File: src/rtl/lsu_pkg.sv
// Shared types and helpers for the load/store unit: FSM states, funct3 codes,
// byte-enable generation and access legality.
package lsu_pkg;

    localparam logic [2:0] F3_B  = 3'b000;
    localparam logic [2:0] F3_H  = 3'b001;
    localparam logic [2:0] F3_W  = 3'b010;
    localparam logic [2:0] F3_BU = 3'b100;
    localparam logic [2:0] F3_HU = 3'b101;

    typedef enum logic [1:0] {IDLE, REQ, WAIT, DONE} lsu_state_t;

    function automatic logic [3:0] byte_enable(input logic [2:0] funct3, input logic [1:0] offset);
        case (funct3[1:0])
            2'b00:   byte_enable = 4'b0001 << offset;
            2'b01:   byte_enable = 4'b0011 << offset;
            default: byte_enable = 4'b1111;
        endcase
    endfunction

    // Stores only have signed-size encodings; loads additionally allow BU/HU.
    function automatic logic access_ok(input logic we, input logic [2:0] funct3, input logic [1:0] offset);
        logic legal;
        logic aligned;
        if (we)
            legal = (funct3 == F3_B) || (funct3 == F3_H) || (funct3 == F3_W);
        else
            legal = (funct3 == F3_B) || (funct3 == F3_H) || (funct3 == F3_W) ||
                    (funct3 == F3_BU) || (funct3 == F3_HU);
        case (funct3[1:0])
            2'b00:   aligned = 1'b1;
            2'b01:   aligned = ~offset[0];
            default: aligned = (offset == 2'b00);
        endcase
        access_ok = legal & aligned;
    endfunction

endpackage

File: src/rtl/lsu_mem_ctrl_if.sv
// Data-memory port of the load/store unit: req/gnt request phase plus rvalid read return.
interface lsu_mem_ctrl_if #(parameter int XLEN = 32);

    logic            mem_req;
    logic            mem_we;
    logic [3:0]      mem_be;
    logic [XLEN-1:0] mem_addr;
    logic [XLEN-1:0] mem_wdata;
    logic            mem_gnt;
    logic            mem_rvalid;
    logic [XLEN-1:0] mem_rdata;

    modport master (output mem_req, mem_we, mem_be, mem_addr, mem_wdata,
                    input  mem_gnt, mem_rvalid, mem_rdata);

    modport slave  (input  mem_req, mem_we, mem_be, mem_addr, mem_wdata,
                    output mem_gnt, mem_rvalid, mem_rdata);

endinterface

File: src/rtl/lsu_load_align.sv
// Combinational load extraction: shifts the read word by the byte offset and
// sign- or zero-extends according to funct3. Shared with the cache path.
module lsu_load_align
    import lsu_pkg::*;
#(
    parameter int XLEN = 32
) (
    input  logic [XLEN-1:0] rdata,
    input  logic [1:0]      offset,
    input  logic [2:0]      funct3,
    output logic [XLEN-1:0] result
);

    logic [XLEN-1:0] shifted;

    assign shifted = rdata >> {offset, 3'b000};

    always_comb begin
        result = shifted;
        case (funct3)
            F3_B:    result = {{(XLEN-8){shifted[7]}}, shifted[7:0]};
            F3_H:    result = {{(XLEN-16){shifted[15]}}, shifted[15:0]};
            F3_BU:   result = {{(XLEN-8){1'b0}}, shifted[7:0]};
            F3_HU:   result = {{(XLEN-16){1'b0}}, shifted[15:0]};
            default: result = shifted;
        endcase
    end

endmodule

File: src/rtl/lsu_mem_ctrl.sv
// Load/store unit driving a req/gnt/rvalid data-memory port and stalling the core until done.
// Define LSU_TIMEOUT_EN to abort with an error after TIMEOUT_CYCLES without gnt/rvalid.
module lsu_mem_ctrl
    import lsu_pkg::*;
#(
    parameter int XLEN           = 32,
    parameter int TIMEOUT_CYCLES = 64
) (
    input  logic             clk,
    input  logic             rst_n,
    input  logic             lsu_valid,
    input  logic             lsu_we,
    input  logic [2:0]       lsu_funct3,
    input  logic [XLEN-1:0]  lsu_addr,
    input  logic [XLEN-1:0]  lsu_wdata,
    output logic             lsu_done,
    output logic             lsu_err,
    output logic [XLEN-1:0]  lsu_rdata,
    output logic             lsu_stall,
    lsu_mem_ctrl_if.master   mem
);

    lsu_state_t      state, next_state;
    logic            capture, err_set, load_done, req_end, timeout;
    logic            we_q;
    logic [2:0]      funct3_q;
    logic [1:0]      offset_q;
    logic [XLEN-1:0] store_data, load_result;

    assign lsu_done  = (state == DONE);
    assign lsu_stall = lsu_valid & ~lsu_done;

`ifdef LSU_TIMEOUT_EN
    localparam int CNT_W = $clog2(TIMEOUT_CYCLES) + 1;
    logic [CNT_W-1:0] wait_cnt;

    // Restarts on every state change so REQ and WAIT each get a full budget.
    always_ff @(posedge clk or negedge rst_n) begin
        if (!rst_n)
            wait_cnt <= '0;
        else if (next_state != state)
            wait_cnt <= '0;
        else if (state == REQ || state == WAIT)
            wait_cnt <= wait_cnt + 1'b1;
    end

    assign timeout = (state == REQ || state == WAIT) &&
                     (wait_cnt == CNT_W'(TIMEOUT_CYCLES - 1));
`else
    assign timeout = (TIMEOUT_CYCLES < 0);
`endif

    always_comb begin
        case (lsu_funct3[1:0])
            2'b00:   store_data = {(XLEN/8){lsu_wdata[7:0]}};
            2'b01:   store_data = {(XLEN/16){lsu_wdata[15:0]}};
            default: store_data = lsu_wdata;
        endcase
    end

    lsu_load_align #(.XLEN(XLEN)) u_align (
        .rdata  (mem.mem_rdata),
        .offset (offset_q),
        .funct3 (funct3_q),
        .result (load_result)
    );

    always_ff @(posedge clk or negedge rst_n) begin
        if (!rst_n)
            state <= IDLE;
        else
            state <= next_state;
    end

    always_comb begin
        next_state = state;
        capture    = 1'b0;
        err_set    = 1'b0;
        load_done  = 1'b0;
        req_end    = 1'b0;
        case (state)
            IDLE: begin
                if (lsu_valid) begin
                    if (!access_ok(lsu_we, lsu_funct3, lsu_addr[1:0])) begin
                        next_state = DONE;
                        err_set    = 1'b1;
                    end else begin
                        next_state = REQ;
                        capture    = 1'b1;
                    end
                end
            end
            REQ: begin
                if (mem.mem_gnt) begin
                    next_state = we_q ? DONE : WAIT;
                    req_end    = 1'b1;
                end else if (timeout) begin
                    next_state = DONE;
                    err_set    = 1'b1;
                    req_end    = 1'b1;
                end
            end
            WAIT: begin
                if (mem.mem_rvalid) begin
                    next_state = DONE;
                    load_done  = 1'b1;
                end else if (timeout) begin
                    next_state = DONE;
                    err_set    = 1'b1;
                end
            end
            DONE:    next_state = IDLE;
            default: next_state = IDLE;
        endcase
    end

    always_ff @(posedge clk or negedge rst_n) begin
        if (!rst_n) begin
            mem.mem_req   <= 1'b0;
            mem.mem_we    <= 1'b0;
            mem.mem_be    <= 4'b0000;
            mem.mem_addr  <= '0;
            mem.mem_wdata <= '0;
            lsu_err       <= 1'b0;
            lsu_rdata     <= '0;
            we_q          <= 1'b0;
            funct3_q      <= 3'b000;
            offset_q      <= 2'b00;
        end else begin
            lsu_err <= err_set;
            if (capture) begin
                mem.mem_req   <= 1'b1;
                mem.mem_we    <= lsu_we;
                mem.mem_be    <= byte_enable(lsu_funct3, lsu_addr[1:0]);
                mem.mem_addr  <= {lsu_addr[XLEN-1:2], 2'b00};
                mem.mem_wdata <= store_data;
                we_q          <= lsu_we;
                funct3_q      <= lsu_funct3;
                offset_q      <= lsu_addr[1:0];
            end else if (req_end) begin
                mem.mem_req <= 1'b0;
                mem.mem_we  <= 1'b0;
            end
            if (load_done)
                lsu_rdata <= load_result;
        end
    end

endmodule

File: src/flat_wrapper.sv
// flat-port wrapper written by rule: the top's interface ports become plain ports
module lsu_mem_ctrl_flat import lsu_pkg::*;
#(
    parameter int XLEN           = 32,
    parameter int TIMEOUT_CYCLES = 64
)
  (clk, rst_n, lsu_valid, lsu_we, lsu_funct3, lsu_addr, lsu_wdata, lsu_done, lsu_err, lsu_rdata, lsu_stall, mem_mem_req, mem_mem_we, mem_mem_be, mem_mem_addr, mem_mem_wdata, mem_mem_gnt, mem_mem_rvalid, mem_mem_rdata);
  lsu_mem_ctrl_if #(.XLEN(XLEN)) mem_i ();
  input  logic clk;
  input  logic rst_n;
  input  logic lsu_valid;
  input  logic lsu_we;
  input  logic [2:0] lsu_funct3;
  input  logic [XLEN-1:0] lsu_addr;
  input  logic [XLEN-1:0] lsu_wdata;
  output logic lsu_done;
  output logic lsu_err;
  output logic [XLEN-1:0] lsu_rdata;
  output logic lsu_stall;
  output wire logic [$bits(mem_i.mem_req)-1:0] mem_mem_req;
  output wire logic [$bits(mem_i.mem_we)-1:0] mem_mem_we;
  output wire logic [$bits(mem_i.mem_be)-1:0] mem_mem_be;
  output wire logic [$bits(mem_i.mem_addr)-1:0] mem_mem_addr;
  output wire logic [$bits(mem_i.mem_wdata)-1:0] mem_mem_wdata;
  input wire logic [$bits(mem_i.mem_gnt)-1:0] mem_mem_gnt;
  input wire logic [$bits(mem_i.mem_rvalid)-1:0] mem_mem_rvalid;
  input wire logic [$bits(mem_i.mem_rdata)-1:0] mem_mem_rdata;
  assign mem_mem_req = mem_i.mem_req;
  assign mem_mem_we = mem_i.mem_we;
  assign mem_mem_be = mem_i.mem_be;
  assign mem_mem_addr = mem_i.mem_addr;
  assign mem_mem_wdata = mem_i.mem_wdata;
  assign mem_i.mem_gnt = mem_mem_gnt;
  assign mem_i.mem_rvalid = mem_mem_rvalid;
  assign mem_i.mem_rdata = mem_mem_rdata;
  lsu_mem_ctrl #(.XLEN(XLEN), .TIMEOUT_CYCLES(TIMEOUT_CYCLES)) u_core (.clk(clk), .rst_n(rst_n), .lsu_valid(lsu_valid), .lsu_we(lsu_we), .lsu_funct3(lsu_funct3), .lsu_addr(lsu_addr), .lsu_wdata(lsu_wdata), .lsu_done(lsu_done), .lsu_err(lsu_err), .lsu_rdata(lsu_rdata), .lsu_stall(lsu_stall), .mem(mem_i));
endmodule
File: config.mk
export PLATFORM = sky130hd
export DESIGN_NAME = lsu_mem_ctrl_flat
export DESIGN_NICKNAME = d
export VERILOG_FILES = /design/src/rtl/lsu_pkg.sv /design/src/rtl/lsu_mem_ctrl_if.sv /design/src/rtl/lsu_load_align.sv /design/src/rtl/lsu_mem_ctrl.sv /design/src/flat_wrapper.sv
export SDC_FILE = /design/constraint.sdc
export NUM_CORES = 1
export LEC_CHECK = 0
export CORE_ASPECT_RATIO = 0.6
export CORE_MARGIN = 5
export CORE_UTILIZATION = 39
export CTS_CLUSTER_DIAMETER = 100
export CTS_CLUSTER_SIZE = 16
export DETAILED_ROUTE_END_ITERATION = 12
export PLACE_DENSITY_LB_ADDON = 0.3
export REMOVE_ABC_BUFFERS = 1
export SYNTH_ARGS = -nofsm -noshare
export SYNTH_HDL_FRONTEND = slang
export SYNTH_SLANG_ARGS = --single-unit
File: constraint.sdc
create_clock -name clk -period 2 [get_ports clk]
set_clock_uncertainty 0.1 [all_clocks]
set_input_delay 0.4 -clock clk [delete_from_list [all_inputs] [get_ports clk]]
set_output_delay 0.4 -clock clk [all_outputs]
set_load 0.02 [all_outputs]
==> results of run 1 <==
per-stage QoR:
stage / setup WS (ns) / std cells / hold slack, ns / instance area (sq um) / TNS, ns
global route: -0.08938 / 842 / 0.4133 / 7893 / -1.147
detailed placement: -0.5134 / 824 / 0.2298 / 7546 / -24.86
floorplan: -3.247 / 405 / 0.004409 / 4887 / -240.27
global placement: -0.4144 / 824 / 0.2232 / 7546 / -24.52
finish: -0.04023 / 842 / 0.3842 / 7893 / -0.3879
CTS: -0.03357 / 842 / 0.3875 / 7879 / -0.3184
area by class of cell:
class                      count  area, sq um
clock buffer                   9        225.2
clock inverter                 6        68.82
fill                        1023         4840
inverter                       5        18.77
multi-input combinational    291         2167
sequential                   109         2729
tap                          170        212.7
timing repair buffer         252         2471
worst max-delay path: stages:
cell                              delay [ns]
sky130_fd_sc_hd__clkdlybuf4s50_1        0.44
sky130_fd_sc_hd__mux2_4                 0.28
sky130_fd_sc_hd__mux4_2                 0.45
sky130_fd_sc_hd__nor4b_4                0.16
sky130_fd_sc_hd__buf_12                 0.16
sky130_fd_sc_hd__a221o_1                0.27
layout by cell type (no fill, tap or decap), types with 3 or more instances in the layout:
cell | netlist | final
sky130_fd_sc_hd__nand2_1 | 52 | 52
sky130_fd_sc_hd__nor2_1 | 25 | 25
sky130_fd_sc_hd__buf_12 | 0 | 5
sky130_fd_sc_hd__clkdlybuf4s50_1 | 0 | 204
sky130_fd_sc_hd__clkbuf_16 | 0 | 9
sky130_fd_sc_hd__ha_1 | 4 | 4
sky130_fd_sc_hd__o2bb2ai_1 | 7 | 7
sky130_fd_sc_hd__nor3_1 | 3 | 3
sky130_fd_sc_hd__mux2_1 | 46 | 46
sky130_fd_sc_hd__o21ai_1 | 32 | 32
sky130_fd_sc_hd__inv_1 | 5 | 5
sky130_fd_sc_hd__a221o_1 | 17 | 17
sky130_fd_sc_hd__nand2b_1 | 3 | 3
sky130_fd_sc_hd__mux2_2 | 5 | 5
sky130_fd_sc_hd__dfrtp_1 | 109 | 108
sky130_fd_sc_hd__mux2_4 | 3 | 3
sky130_fd_sc_hd__mux2i_1 | 39 | 39
sky130_fd_sc_hd__buf_4 | 2 | 40
sky130_fd_sc_hd__a21oi_1 | 27 | 27
sky130_fd_sc_hd__inv_6 | 0 | 3
sky130_fd_sc_hd__nor2b_1 | 4 | 3
where the power goes:
group | internal, uW | switching (uW) | total [uW]
Sequential | 3230 | 634 | 3870
Combinational | 3000 | 2960 | 5960
Clock | 977 | 815 | 1790
metal layers:
layer	up-vias	GRT usage
met1	2037	0.2735
met4	0	0.04733
met5	-	0
li1	2014	-
met3	16	0.06864
met2	162	0.2833
timing repair:
action,CTS,global route
hold endpoints to repair,24,0
resized for setup,4,4
endpoints found under the setup margin,19,19
setup buffers,2,0
pin swaps,0,0
hold buffers,1,0
worst paths after layout:
kind | start | to | slack (ns) | cells after the start
hold reg to reg | u_core.mem.mem_wdata[25] | u_core.mem.mem_wdata[25] | 0.38 | 2
setup / recovery | mem_mem_rdata[31] | u_core.lsu_rdata[20] | -0.04 | 6
max in group asynchronous | rst_n | u_core.mem.mem_wdata[21] | 0.73 | 3
min in group asynchronous | rst_n | u_core.lsu_rdata[3] | 0.40 | 2
setup reg to reg | u_core.offset_q[0] | u_core.lsu_rdata[20] | -0.04 | 5
hold / removal | u_core.mem.mem_wdata[25] | u_core.mem.mem_wdata[25] | 0.38 | 2
kinds of logic after synthesis:
| kind of cell | Yosys count | synth area share |
|---|---|---|
| other | 1 | 0.0007448 |
| DFF | 109 | 0.5418 |
| and+or+nand+nor | 95 | 0.08474 |
| adders and majority gates | 4 | 0.009941 |
| buffers and inverters | 37 | 0.03379 |
| AOI/OAI and AO/OA | 96 | 0.1240 |
| muxes | 94 | 0.2050 |
flip-flops by register name, indices dropped and copies added (netlist names):
signal                cells
u_core.mem.mem_we         1
u_core.lsu_err            1
u_core.funct3_q           3
u_core.offset_q           2
u_core.mem.mem_be         4
u_core.state              2
u_core.mem.mem_req        1
u_core.mem.mem_addr      30
u_core.lsu_rdata         32
u_core.we_q               1
u_core.mem.mem_wdata     32
==> flow_summary.json, run 1 <==
{
  "outcome": "finished with violations",
  "failed_checks": "setup timing",
  "final_layout_size_suffix_gt1_frac": 0.1146,
  "synthesis.instances": 436,
  "setup_viol": 17,
  "cts.sinks": 109,
  "synth_area_sq_mm": 0.005035,
  "timing.max_cap.violations": 0,
  "post_synth_edffs": 0,
  "hold_path.class": "flop to flop",
  "num_vias": 4229,
  "ios": 210,
  "critPathRequiredTime_ns": 2.12,
  "endpoint_kind": "flop",
  "detail_route.first_pass.iterations": 5,
  "ir_drop_uv": 677.3,
  "finish.net_count": 777,
  "worst_setup_path_type": "primary input to flop",
  "start_util": 0.3954,
  "clkTransAtPathRegs_ns": 0.07,
  "uppermost_signal_routing_layer_after_detailed_routing": "met4",
  "drtAntennaViolNets": 0,
  "finalWeightedCongestion": 0.8171,
  "cts-root-to-sink-buffers": 2,
  "static-leakage-power_uw": 0.003457,
  "first_global_vias": 4508,
  "synth_sequential_area_ratio": 0.5417,
  "crit_path_start_kind": "primary input",
  "groute.usage.overall": 0.1930,
  "synth.top_cells.by_count": "sky130_fd_sc_hd__dfrtp_1 (109), sky130_fd_sc_hd__nand2_1 (52), sky130_fd_sc_hd__mux2_1 (46), sky130_fd_sc_hd__mux2i_1 (39), sky130_fd_sc_hd__o21ai_1 (32)",
  "yosysMostFrequentCell": "sky130_fd_sc_hd__dfrtp_1",
  "detail_route.wl_per_cell_microns": 17.43,
  "number_of_antenna_violations_at_the_first_check_in_global_routing": 0,
  "grt_max_degree": 61,
  "grt_remaining_overflow": 0,
  "die-area_sq_mm": 0.01536,
  "worst_skew_pair.late_latency_ns": 0.34,
  "tritoncts": "built",
  "final_hold_viol_count": 0,
  "wire_length_of_the_first_global_routing_pass_microns": 23890,
  "initialDrtViolationCount": 230,
  "worst_ep_arrival_time_ns": 2.16,
  "synth.ff_latch_count": 109,
  "post-route-worst-setup-slack_ns": -0.04023,
  "fraction_of_registers_with_async_set_reset": 1.000,
  "cts-htree-levels": 3,
  "timing_max_transition_violations_final": 0,
  "netlist.top_cell.by_area": "sky130_fd_sc_hd__dfrtp_1",
  "area.growth.synth_to_final_pct": 56.76,
  "final_min_period_over_clock_period": 1.020,
  "shortest_period_the_worst_path_allows_ns": 2.040,
  "ys.flop_type": "sky130_fd_sc_hd__dfrtp_1",
  "vias_per_cell": 5.023,
  "final_util": 0.6199,
  "synth.top_cells.by_area": "sky130_fd_sc_hd__dfrtp_1 (54%), sky130_fd_sc_hd__mux2_1 (10%), sky130_fd_sc_hd__mux2i_1 (7.8%), sky130_fd_sc_hd__nand2_1 (3.9%), sky130_fd_sc_hd__a221o_1 (3.4%)",
  "yosysTopAreaCellShare": 0.5417,
  "power-per-cell-area_mw_per_mm2": 1472,
  "rsz0062_at_grt": "true",
  "detail_route.drc_violations": 0,
  "synthesis.yosys.warnings": 0,
  "number_of_distinct_standard_cells_referenced_by_the_synthesized_netlist": 41,
  "clk_root_buffer_cell": "sky130_fd_sc_hd__clkbuf_16",
  "antennaDiodeCount": 0,
  "cts_inserted_buffers": 9,
  "dr_wl_met3_microns": 1459,
  "floorplan.core_area_sq_mm": 0.01273,
  "die_width_microns": 156.7,
  "routed-wl-met2_microns": 6286,
  "critical_path.max_fanout": 14,
  "fmax_mhz": 490.1,
  "total_power_uw": 11620,
  "port-buffer-count": 207,
  "dieHeight_microns": 98.01,
  "met1_length_microns": 6705,
  "site_rows": 32,
  "routed_wirelength_microns": 14670,
  "synth.avg_cell_area_sq_um": 11.55,
  "hpwl_after_dpl_microns": 11400
}
Power figures use the tool's default switching activity.
==> inputs of run 2 (changes only) <==
CELL_PAD_IN_SITES_DETAIL_PLACEMENT = 0   (was unset)
CELL_PAD_IN_SITES_GLOBAL_PLACEMENT = 1   (was unset)
CORE_UTILIZATION = 33   (was 39)
clock period = 1.9 ns   (was 2 ns; I/O delays follow)
==> flow_summary.json, run 2 (synthesized netlist as in run 1, its figures left out) <==
{
  "worst_setup_path_type": "flop to flop",
  "clkTransAtPathRegs_ns": 0.06,
  "setup_viol": 17,
  "finish.net_count": 795,
  "highest_delay_cell_along_the_critical_path": "sky130_fd_sc_hd__dfrtp_2",
  "dieHeight_microns": 105.7,
  "worst_ep_arrival_time_ns": 2.15,
  "timing_max_transition_violations_final": 0,
  "fmax_mhz": 491.1,
  "grt_remaining_overflow": 0,
  "floorplan.core_area_sq_mm": 0.01515,
  "critical_path.cell_chain": "mux2_4 -> mux4_2 -> nor4b_4 -> buf_6 -> a221o_1",
  "grt_max_degree": 35,
  "num_vias": 4385,
  "critPathRequiredTime_ns": 2.02,
  "post-route-worst-setup-slack_ns": -0.1364,
  "final_hold_viol_count": 0,
  "wire_length_of_the_first_global_routing_pass_microns": 26120,
  "detail_route.first_pass.iterations": 4,
  "tritoncts": "built",
  "total_power_uw": 12820,
  "failed_checks": "setup timing",
  "final_min_period_over_clock_period": 1.072,
  "hold_path_startpoint": "u_core.mem.mem_be[0]",
  "rsz0062_at_grt": "true",
  "detail_route.wl_per_cell_microns": 18.97,
  "routed_wirelength_microns": 16960,
  "layout.cells.most_common_list": "sky130_fd_sc_hd__clkdlybuf4s50_1 (199), sky130_fd_sc_hd__dfrtp_1 (108), sky130_fd_sc_hd__nand2_1 (50), sky130_fd_sc_hd__buf_4 (46), sky130_fd_sc_hd__mux2i_1 (39)",
  "critical_path.max_fanout": 9,
  "hold_path.class": "flop to flop",
  "cts.sinks": 109,
  "reg2reg_setup_slack_ns": -0.14,
  "detail_route.drc_violations": 0,
  "post-place-ws_ns": -0.5657,
  "finalWeightedCongestion": 0.8473,
  "timing.rr.start": "u_core.offset_q[0]",
  "antennaDiodeCount": 0,
  "layout_top_registers": "u_core.lsu_rdata: 32 flops, u_core.mem.mem_wdata: 32 flops, u_core.mem.mem_addr: 30 flops",
  "port-buffer-count": 207,
  "groute.usage.overall": 0.1849,
  "first_global_vias": 4648,
  "shortest_period_the_worst_path_allows_ns": 2.036,
  "initialDrtViolationCount": 274,
  "timing.critical_path.max_delay_family": "multiplexers",
  "die_width_microns": 169.5,
  "cts_inserted_buffers": 9,
  "crit_path_start_kind": "flop",
  "cts-root-to-sink-buffers": 2,
  "area.growth.synth_to_final_pct": 65.21,
  "number_of_antenna_violations_at_the_first_check_in_global_routing": 0,
  "clk_root_buffer_cell": "sky130_fd_sc_hd__clkbuf_16",
  "worst-path-buf-inv": 1,
  "start_util": 0.3323,
  "timing.max_cap.violations": 0,
  "ir_drop_uv": 690.0,
  "worst_skew_pair.late_latency_ns": 0.34,
  "final_layout_size_suffix_gt1_frac": 0.1838,
  "endpoint_kind": "flop",
  "site_rows": 35,
  "commonest_non_fill_non_tap_cell_in_the_layout": "sky130_fd_sc_hd__clkdlybuf4s50_1",
  "cts-htree-levels": 3,
  "outcome": "finished with violations",
  "hpwl_after_dpl_microns": 12250,
  "vias_per_cell": 4.905,
  "critPathLaunch": "u_core.offset_q[0]",
  "power-per-cell-area_mw_per_mm2": 1541,
  "static-leakage-power_uw": 0.003745,
  "crit_path_max_incr_delay_ns": 0.47,
  "ios": 210,
  "drtAntennaViolNets": 0,
  "die-area_sq_mm": 0.01791
}
run 2: worst paths after layout:
| check | end | cells after the start |
|---|---|---|
| worst min-delay path | u_core.mem.mem_be[0] | 2 |
| max in group asynchronous | u_core.lsu_rdata[16] | 3 |
| worst min register to register | u_core.mem.mem_be[0] | 2 |
| worst max-delay path | u_core.lsu_rdata[23] | 5 |
| min in group asynchronous | u_core.lsu_rdata[4] | 2 |
| worst max register to register | u_core.lsu_rdata[23] | 5 |
run 2: where the power goes:
group | internal [uW] | total [uW] | switching, uW | leakage [uW]
Sequential | 3400 | 4120 | 713 | 0.00135
Combinational | 3530 | 6850 | 3320 | 0.00225
Clock | 978 | 1860 | 878 | 0.000147
run 2: what timing repair did:
| item | in CTS | in global routing |
|---|---|---|
| setup buffers | 6 | 6 |
| endpoints found under the hold margin | 25 | 0 |
| resized for setup | 27 | 41 |
| cloned | 4 | 2 |
| endpoints found under the setup margin | 78 | 83 |
| hold buffers | 1 | 0 |
| pin swaps | 3 | 4 |
run 2: tightest hold or removal path, cell delays in order (launching register included):
cell and delay, ns:
sky130_fd_sc_hd__dfrtp_1 0.34, sky130_fd_sc_hd__nand2_1 0.05, sky130_fd_sc_hd__nand2_1 0.04
run 2: final cells by class:
type,count,area [sq um]
Inverter,5,18.77
Fill cell,1343,6834
Sequential cell,109,2729
Multi-Input combinational cell,291,2288
Clock buffer,11,252.7
Tap cell,203,254.0
Clock inverter,5,40.04
Timing Repair Buffer,270,2735
run 2: per-layer routing:
metal / global-route usage / share of wire
met1: 0.2652 / 0.47
met2: 0.2707 / 0.44
met3: 0.06372 / 0.084
met4: 0.03848 / 0.010
met5: 0 / 0
run 2: stage by stage:
step / utilization / instances / cell area [sq um] / TNS (ns) / hold WS (ns)
global placement: 0.5024 / 862 / 7612 / -36.06 / 0.2492
detailed placement: 0.5024 / 862 / 7612 / -37.60 / 0.2610
floorplan: - / 405 / 4887 / -248.59 / -0.01559
global route: 0.5490 / 894 / 8318 / -2.724 / 0.3924
CTS: 0.5383 / 889 / 8157 / -2.077 / 0.3708
finish: 0.5490 / 894 / 8318 / -2.062 / 0.3662
==> inputs of run 3 (changes only) <==
CAP_MARGIN = 0   (was unset)
==> results of run 3 <==
Final layout, timing and power as in run 2 (identical DEF).
==> edit 1, RTL diff (config.mk and constraints of run 1) <==
`XLEN` is set to 32 in 4 places; all go to 16.
--- a/src/rtl/lsu_mem_ctrl_if.sv
+++ b/src/rtl/lsu_mem_ctrl_if.sv
@@ -1,3 +1,3 @@
 // Data-memory port of the load/store unit: req/gnt request phase plus rvalid read return.
-interface lsu_mem_ctrl_if #(parameter int XLEN = 32);
+interface lsu_mem_ctrl_if #(parameter int XLEN = 16);
 
--- a/src/rtl/lsu_load_align.sv
+++ b/src/rtl/lsu_load_align.sv
@@ -5,3 +5,3 @@
 #(
-    parameter int XLEN = 32
+    parameter int XLEN = 16
 ) (
--- a/src/rtl/lsu_mem_ctrl.sv
+++ b/src/rtl/lsu_mem_ctrl.sv
@@ -5,3 +5,3 @@
 #(
-    parameter int XLEN           = 32,
+    parameter int XLEN           = 16,
     parameter int TIMEOUT_CYCLES = 64
--- a/src/flat_wrapper.sv
+++ b/src/flat_wrapper.sv
@@ -3,3 +3,3 @@
 #(
-    parameter int XLEN           = 32,
+    parameter int XLEN           = 16,
     parameter int TIMEOUT_CYCLES = 64
Interface: changed (6 resized); port bits go from 210 to 114. The function was not compared with the original's and may differ.
==> edit 1 against run 1 <==
Synthesized cell count is 50% lower. Power is 38% lower. Via count is 48% lower. Routed wire length is 47% lower. Synthesized area is 43% lower. Setup slack better by 0.071 ns. Count of clock-buffer cells in the layout is 6 higher. Design area is 42% lower. Sequential cell count is 48 lower. Critical path type unchanged. Critical endpoint is now u_core.mem.mem_be[1]. Highest routed layer unchanged.
==> edit 1: results (changes against run 1) <==
Layout:
- The number of nets in the layout is 412 (-47%).
- The share of the core filled with cells is 63.21% (+1.2 points).
- The layout cell share with drive strength beyond 1 was 25.07% (+14 points).
- The number of fillers in the final layout was 567 (-45%).
- The largest registers in the layout are u_core.lsu_rdata (16), u_core.mem.mem_wdata (16), u_core.mem.mem_addr (14).

Yosys:
- The distinct cell type count of the synthesized netlist is 28 (-32%).
- The commonest cells after synthesis are 61 x sky130_fd_sc_hd__dfrtp_1, 37 x sky130_fd_sc_hd__mux2_4, 16 x sky130_fd_sc_hd__nand2_1.
- The register area share after synthesis is 53.37% (-0.81 points).

Setup path:
- Among all stages on the critical path, the largest delay is contributed by sky130_fd_sc_hd__clkdlybuf4s50_1.
- The data arrival time of the critical path is 2.08 ns (-0.08 ns).
- The maximum fanout along the worst path is 10 (-4).

Drt:
- The count of TritonRoute iterations in the first routing pass was 4 (-1).
- The routed length on met2 is 3218 um (-49%).
- The sum of routed wire segments on met1 came to 3571 um (-47%).
- The sum of met3 wire segment lengths after detailed routing is 869 um (-40%).
- The detailed-route wire length per cell was 17.35 um (-0.42%).
- The routed via count was 2192 (-48%).

STA:
- The final worst-path setup slack came to 0.03084 ns (+0.07107 ns).

Clock tree:
- The source-to-sink clock delay at the later pin of the worst-skew pair is 0.32 ns (-0.02 ns).
- The clock transition at the registers of the reported paths is 0.05 ns (-0.02 ns).

Place:
- The half-perimeter wire length after detailed placement came to 5499 um (-52%).
- The placed standard-cell area is 0.004167 sq mm (-45%).

Status:
- The flow ran to the end, and the final reports show no timing, DRC or antenna violations.

Power:
- The peak supply drop came to 0.7972 mV (+18%).
- The switching power summed over all nets is 2.454 mW (-44%).
- The standby leakage power is 2.174 nW (-37%).

Global route:
- The maximum number of pins on one net before global-route repair was 62 (+1.6%).
- The global-route usage over all layers came to 17.04% (-2.3 points).
-- edit 1: cell count changes in the layout (fill, tap and decap cells not counted), sizes merged, moves of 11 or more --
cell / delta
dfrtp: -48
o21ai: -26
nand2: -36
a21oi: -18
mux2i: -28
nor2: -11
buf: -22
a221o: -16
clkdlybuf4s50: -100
-- edit 1: power by group through the flow --
stage                     sequential [mW]  combinational, mW  clock (mW)
final                                2.22               3.43        1.52
after global routing                 2.31               3.68        1.61
after CTS                            2.23               3.44        1.55
after detailed placement             2.23               3.43           0
after global placement               2.21               3.35           0
after floorplan                      2.83               1.22           0
-- edit 1: cells by family after synthesis --
kind of cell | count (synthesis) | share of synthesized area, %
AOI/OAI and AO/OA | 35 | 7.480
adders and majority gates | 4 | 1.750
buffers and inverters | 17 | 3.849
DFF | 61 | 53.37
muxes | 58 | 27.21
other | 1 | 0.1311
and+or+nand+nor | 40 | 6.212
-- edit 1: per-stage QoR --
stage	std cells	setup TNS, ns	total power [mW]	hold slack (ns)
2_1_floorplan	205	-28.44	4.051	0.004409
3_3_place_gp	425	-14.24	5.563	0.3349
3_5_place_dp	425	-15.19	5.658	0.3328
4_1_cts	441	0	7.219	0.3815
5_1_grt	447	0	7.601	0.3966
6_report	447	0	7.176	0.3761
-- edit 1: final timing paths --
path / start / endpoint / slack [ns] / cells after the start
max in group asynchronous: rst_n / u_core.mem.mem_addr[11] / 1.01 / 3
worst min-delay path: u_core.mem.mem_req / u_core.mem.mem_req / 0.38 / 2
worst max-delay path: lsu_we / u_core.mem.mem_be[1] / 0.03 / 6
worst min register to register: u_core.mem.mem_req / u_core.mem.mem_req / 0.38 / 2
worst max register to register: u_core.state[1] / u_core.mem.mem_be[1] / 0.08 / 7
min in group asynchronous: rst_n / u_core.mem.mem_wdata[4] / 0.51 / 3
-- edit 1: layer usage --
metal / GRT usage [%] / up-vias
met5: 0 / -
met4: 4.864 / 0
met3: 9.792 / 11
met2: 23.23 / 97
met1: 22.87 / 1058
li1: - / 1026
-- edit 1: layout make-up --
| cell class | instances | area (sq um) | area share (%) |
|---|---|---|---|
| flip-flops and latches | 61 | 1526 | 33.51 |
| inverters | 5 | 18.77 | 0.4120 |
| diodes | 1 | 2.502 | 0.05493 |
| clock buffers | 15 | 297.8 | 6.537 |
| well taps | 91 | 113.9 | 2.499 |
| repair buffers | 135 | 1355 | 29.74 |
| multi-input cells | 139 | 1241 | 27.25 |
-- edit 1: what timing repair did --
action	CTS	global route
endpoints found under the setup margin	41	38
gates cloned	0	1
hold buffers	1	0
setup buffers	0	4
pin swaps	1	2
resized for setup	4	6
hold endpoints to repair	61	0
==> edit 2, RTL diff (config.mk and constraints of run 1) <==
Without the edit above. Register the output `lsu_err` once more, cleared by the reset; this adds one clock of latency there. The other outputs are not delayed to match.
--- a/src/rtl/lsu_mem_ctrl.sv
+++ b/src/rtl/lsu_mem_ctrl.sv
@@ -21,2 +21,4 @@
 );
+
+    logic lsu_err_s0;
 
@@ -123,3 +125,3 @@
             mem.mem_wdata <= '0;
-            lsu_err       <= 1'b0;
+            lsu_err_s0    <= 1'b0;
             lsu_rdata     <= '0;
@@ -129,3 +131,3 @@
         end else begin
-            lsu_err <= err_set;
+            lsu_err_s0 <= err_set;
             if (capture) begin
@@ -148,2 +150,10 @@
 
+    always_ff @(posedge clk or negedge rst_n) begin
+        if (!rst_n) begin
+            lsu_err <= '0;
+        end else begin
+            lsu_err <= lsu_err_s0;
+        end
+    end
+
 endmodule
Behaviour: not the same (Yosys sat finds a counterexample within 4 cycles, from zero or initial values and one cycle with rst_n low).
==> edit 2 against run 1 <==
The run still ends with negative setup slack left. Power grew 0.65%. Sequential cell count increased by 1. Routed wire length grew 3.1%. Via count rose by 0.71%. Cell count decreased by 0.71%. Die area rose by 0.25%. Utilization shrank 0.067 points. Design area rose by 0.21%. Global-route usage is 0.20 points higher. Synthesized cell count unchanged. Setup slack lost 0.017 ns. Synthesized area is 0.27% higher. Non-clock buffer count shrank 7. Critical endpoint is now u_core.lsu_rdata[16]. Highest routed layer unchanged.
==> edit 2: results (changes against run 1) <==
Status:
- The run finished, with violations left.
- The checks that failed: negative setup slack.

Global route:
- The maximum number of pins on one net before global-route repair came to 63 (+3.3%).
- The global-route usage over all layers is 19.50% (+0.20 points).
- The via count of the first global-routing pass is 4465 (-0.95%).
- The global-route wire length before repair is 24010 um (+0.49%).

Min path:
- The cell depth of the worst min-delay path was 0 (-2).
- The endpoint with the worst hold slack is u_core.lsu_err.
- The worst hold path begins at u_core.lsu_err_s0.
- The worst hold path belongs to the class reg2reg.

Yosys:
- Sorting the synthesized cells by how often they occur yields 110 x sky130_fd_sc_hd__dfrtp_1, 49 x sky130_fd_sc_hd__nand2_1, 46 x sky130_fd_sc_hd__mux2_1.
- The distinct cell type count of the synthesized netlist is 39 (-4.9%).
- In the post-synthesis netlist, the biggest area contributors are sky130_fd_sc_hd__dfrtp_1 55%, sky130_fd_sc_hd__mux2_1 10%, sky130_fd_sc_hd__mux2i_1 7.7%.
- The register area share after synthesis is 54.52% (+0.35 points).

Layout:
- The number of fillers in the final layout was 1044 (+2.1%).
- The number of nets in the layout was 770 (-0.90%).
- The layout cell share with drive strength beyond 1 was 10.36% (-1.1 points).

Power:
- The standby leakage power is 3.472 nW (+0.43%).
- The peak supply drop is 0.7182 mV (+6.0%).

STA:
- The number of setup violations in the final report is 17 (unchanged).
- The final worst-path setup slack is -0.05728 ns (-0.01705 ns).

Drt:
- The wire length after detailed routing came to 15130 um (+3.1%).
- The initial DRC count is 212 (-7.8%).
- The detailed-route wire length per cell is 18.10 um (+3.9%).

Place:
- The global placement routability congestion is 0.7818 (-4.3%).
- The half-perimeter wire length after detailed placement is 11330 um (-0.63%).
- The setup slack after placement is -0.4567 ns (+0.05674 ns).
- The placed standard-cell area is 0.007470 sq mm (-1.0%).
- The placed cell count is 814 (-1.2%).

Setup path:
- The worst reg-to-reg path cell count is 5 (unchanged).
- The maximum fanout along the worst path was 3 (-11).
- The endpoint of the most critical register-to-register path is u_core.lsu_rdata[16].

Clock tree:
- The maximum count of clock buffers along a single path is 2 (unchanged).
[edit 2: cell types whose count changed after synthesis, moves of 2 or more]
cell	change
sky130_fd_sc_hd__nand2_1	-3
sky130_fd_sc_hd__o21ai_1	+3
sky130_fd_sc_hd__clkbuf_1	-6
sky130_fd_sc_hd__buf_1	+4
sky130_fd_sc_hd__buf_2	+2
[edit 2: worst max-delay path by stage]
stage               cells after the start                from              endpoint
floorplan                               3         lsu_addr[0]  u_core.mem.mem_be[3]
global placement                        5   mem_mem_rdata[31]  u_core.lsu_rdata[22]
detailed placement                      5   mem_mem_rdata[31]  u_core.lsu_rdata[31]
CTS                                     5  u_core.offset_q[0]  u_core.lsu_rdata[31]
global route                            5  u_core.offset_q[0]  u_core.lsu_rdata[31]
finish                                  6   mem_mem_rdata[15]  u_core.lsu_rdata[16]
[edit 2: layer usage]
layer  part of all wire (%)  vias up  global-route usage [%]
li1                       -     2000                       -
met1                     45     2076                   26.94
met2                     44      164                   28.92
met3                     10       19                   7.662
met4                    1.4        0                   4.800
met5                      0        -                       0
[edit 2: kinds of logic (layout without fill, tap and decap cells)]
| kind of cell | after synthesis | count (layout) | share of synthesized area, % |
|---|---|---|---|
| DFF | 110 | 110 | 54.52 |
| buffers and inverters | 38 | 267 | 3.494 |
| AOI/OAI and AO/OA | 99 | 99 | 12.66 |
| adders and majority gates | 4 | 4 | 0.9914 |
| and+or+nand+nor | 90 | 90 | 7.807 |
| muxes | 94 | 94 | 20.45 |
| other | 1 | 2 | 0.07428 |
[edit 2: what timing repair did]
action	4_1_cts	5_1_grt
resized for setup	6	5
gates cloned	0	2
endpoints found under the hold margin	23	0
buffers inserted	2	1
setup endpoints to repair	19	52
hold buffers	1	0
pin swaps	1	1
[edit 2: cell type report]
type                       instances  area [sq um]  area share (%)
tap                              170         212.7           2.689
clock inverter                     4         53.80          0.6803
inverter                           6         22.52          0.2848
sequential                       110          2754           34.82
clock buffer                      12         256.5           3.243
timing repair buffer             245          2455           31.04
multi-input combinational        289          2155           27.24
[edit 2: metrics by stage]
| stage | util [%] | hold slack [ns] |
|---|---|---|
| global placement | 58.48 | 0.2360 |
| CTS | 61.20 | 0.2494 |
| finish | 61.92 | 0.2495 |
| global route | 61.92 | 0.2711 |
| detailed placement | 58.48 | 0.2364 |
| floorplan | - | 0.004409 |
[edit 2: where the power goes]
part | total (mW) | switching [mW] | internal (mW)
logic | 5.94 | 3.01 | 2.93
clock network | 1.85 | 0.806 | 1.05
registers | 3.90 | 0.641 | 3.26
total | 11.7 | 4.46 | 7.24
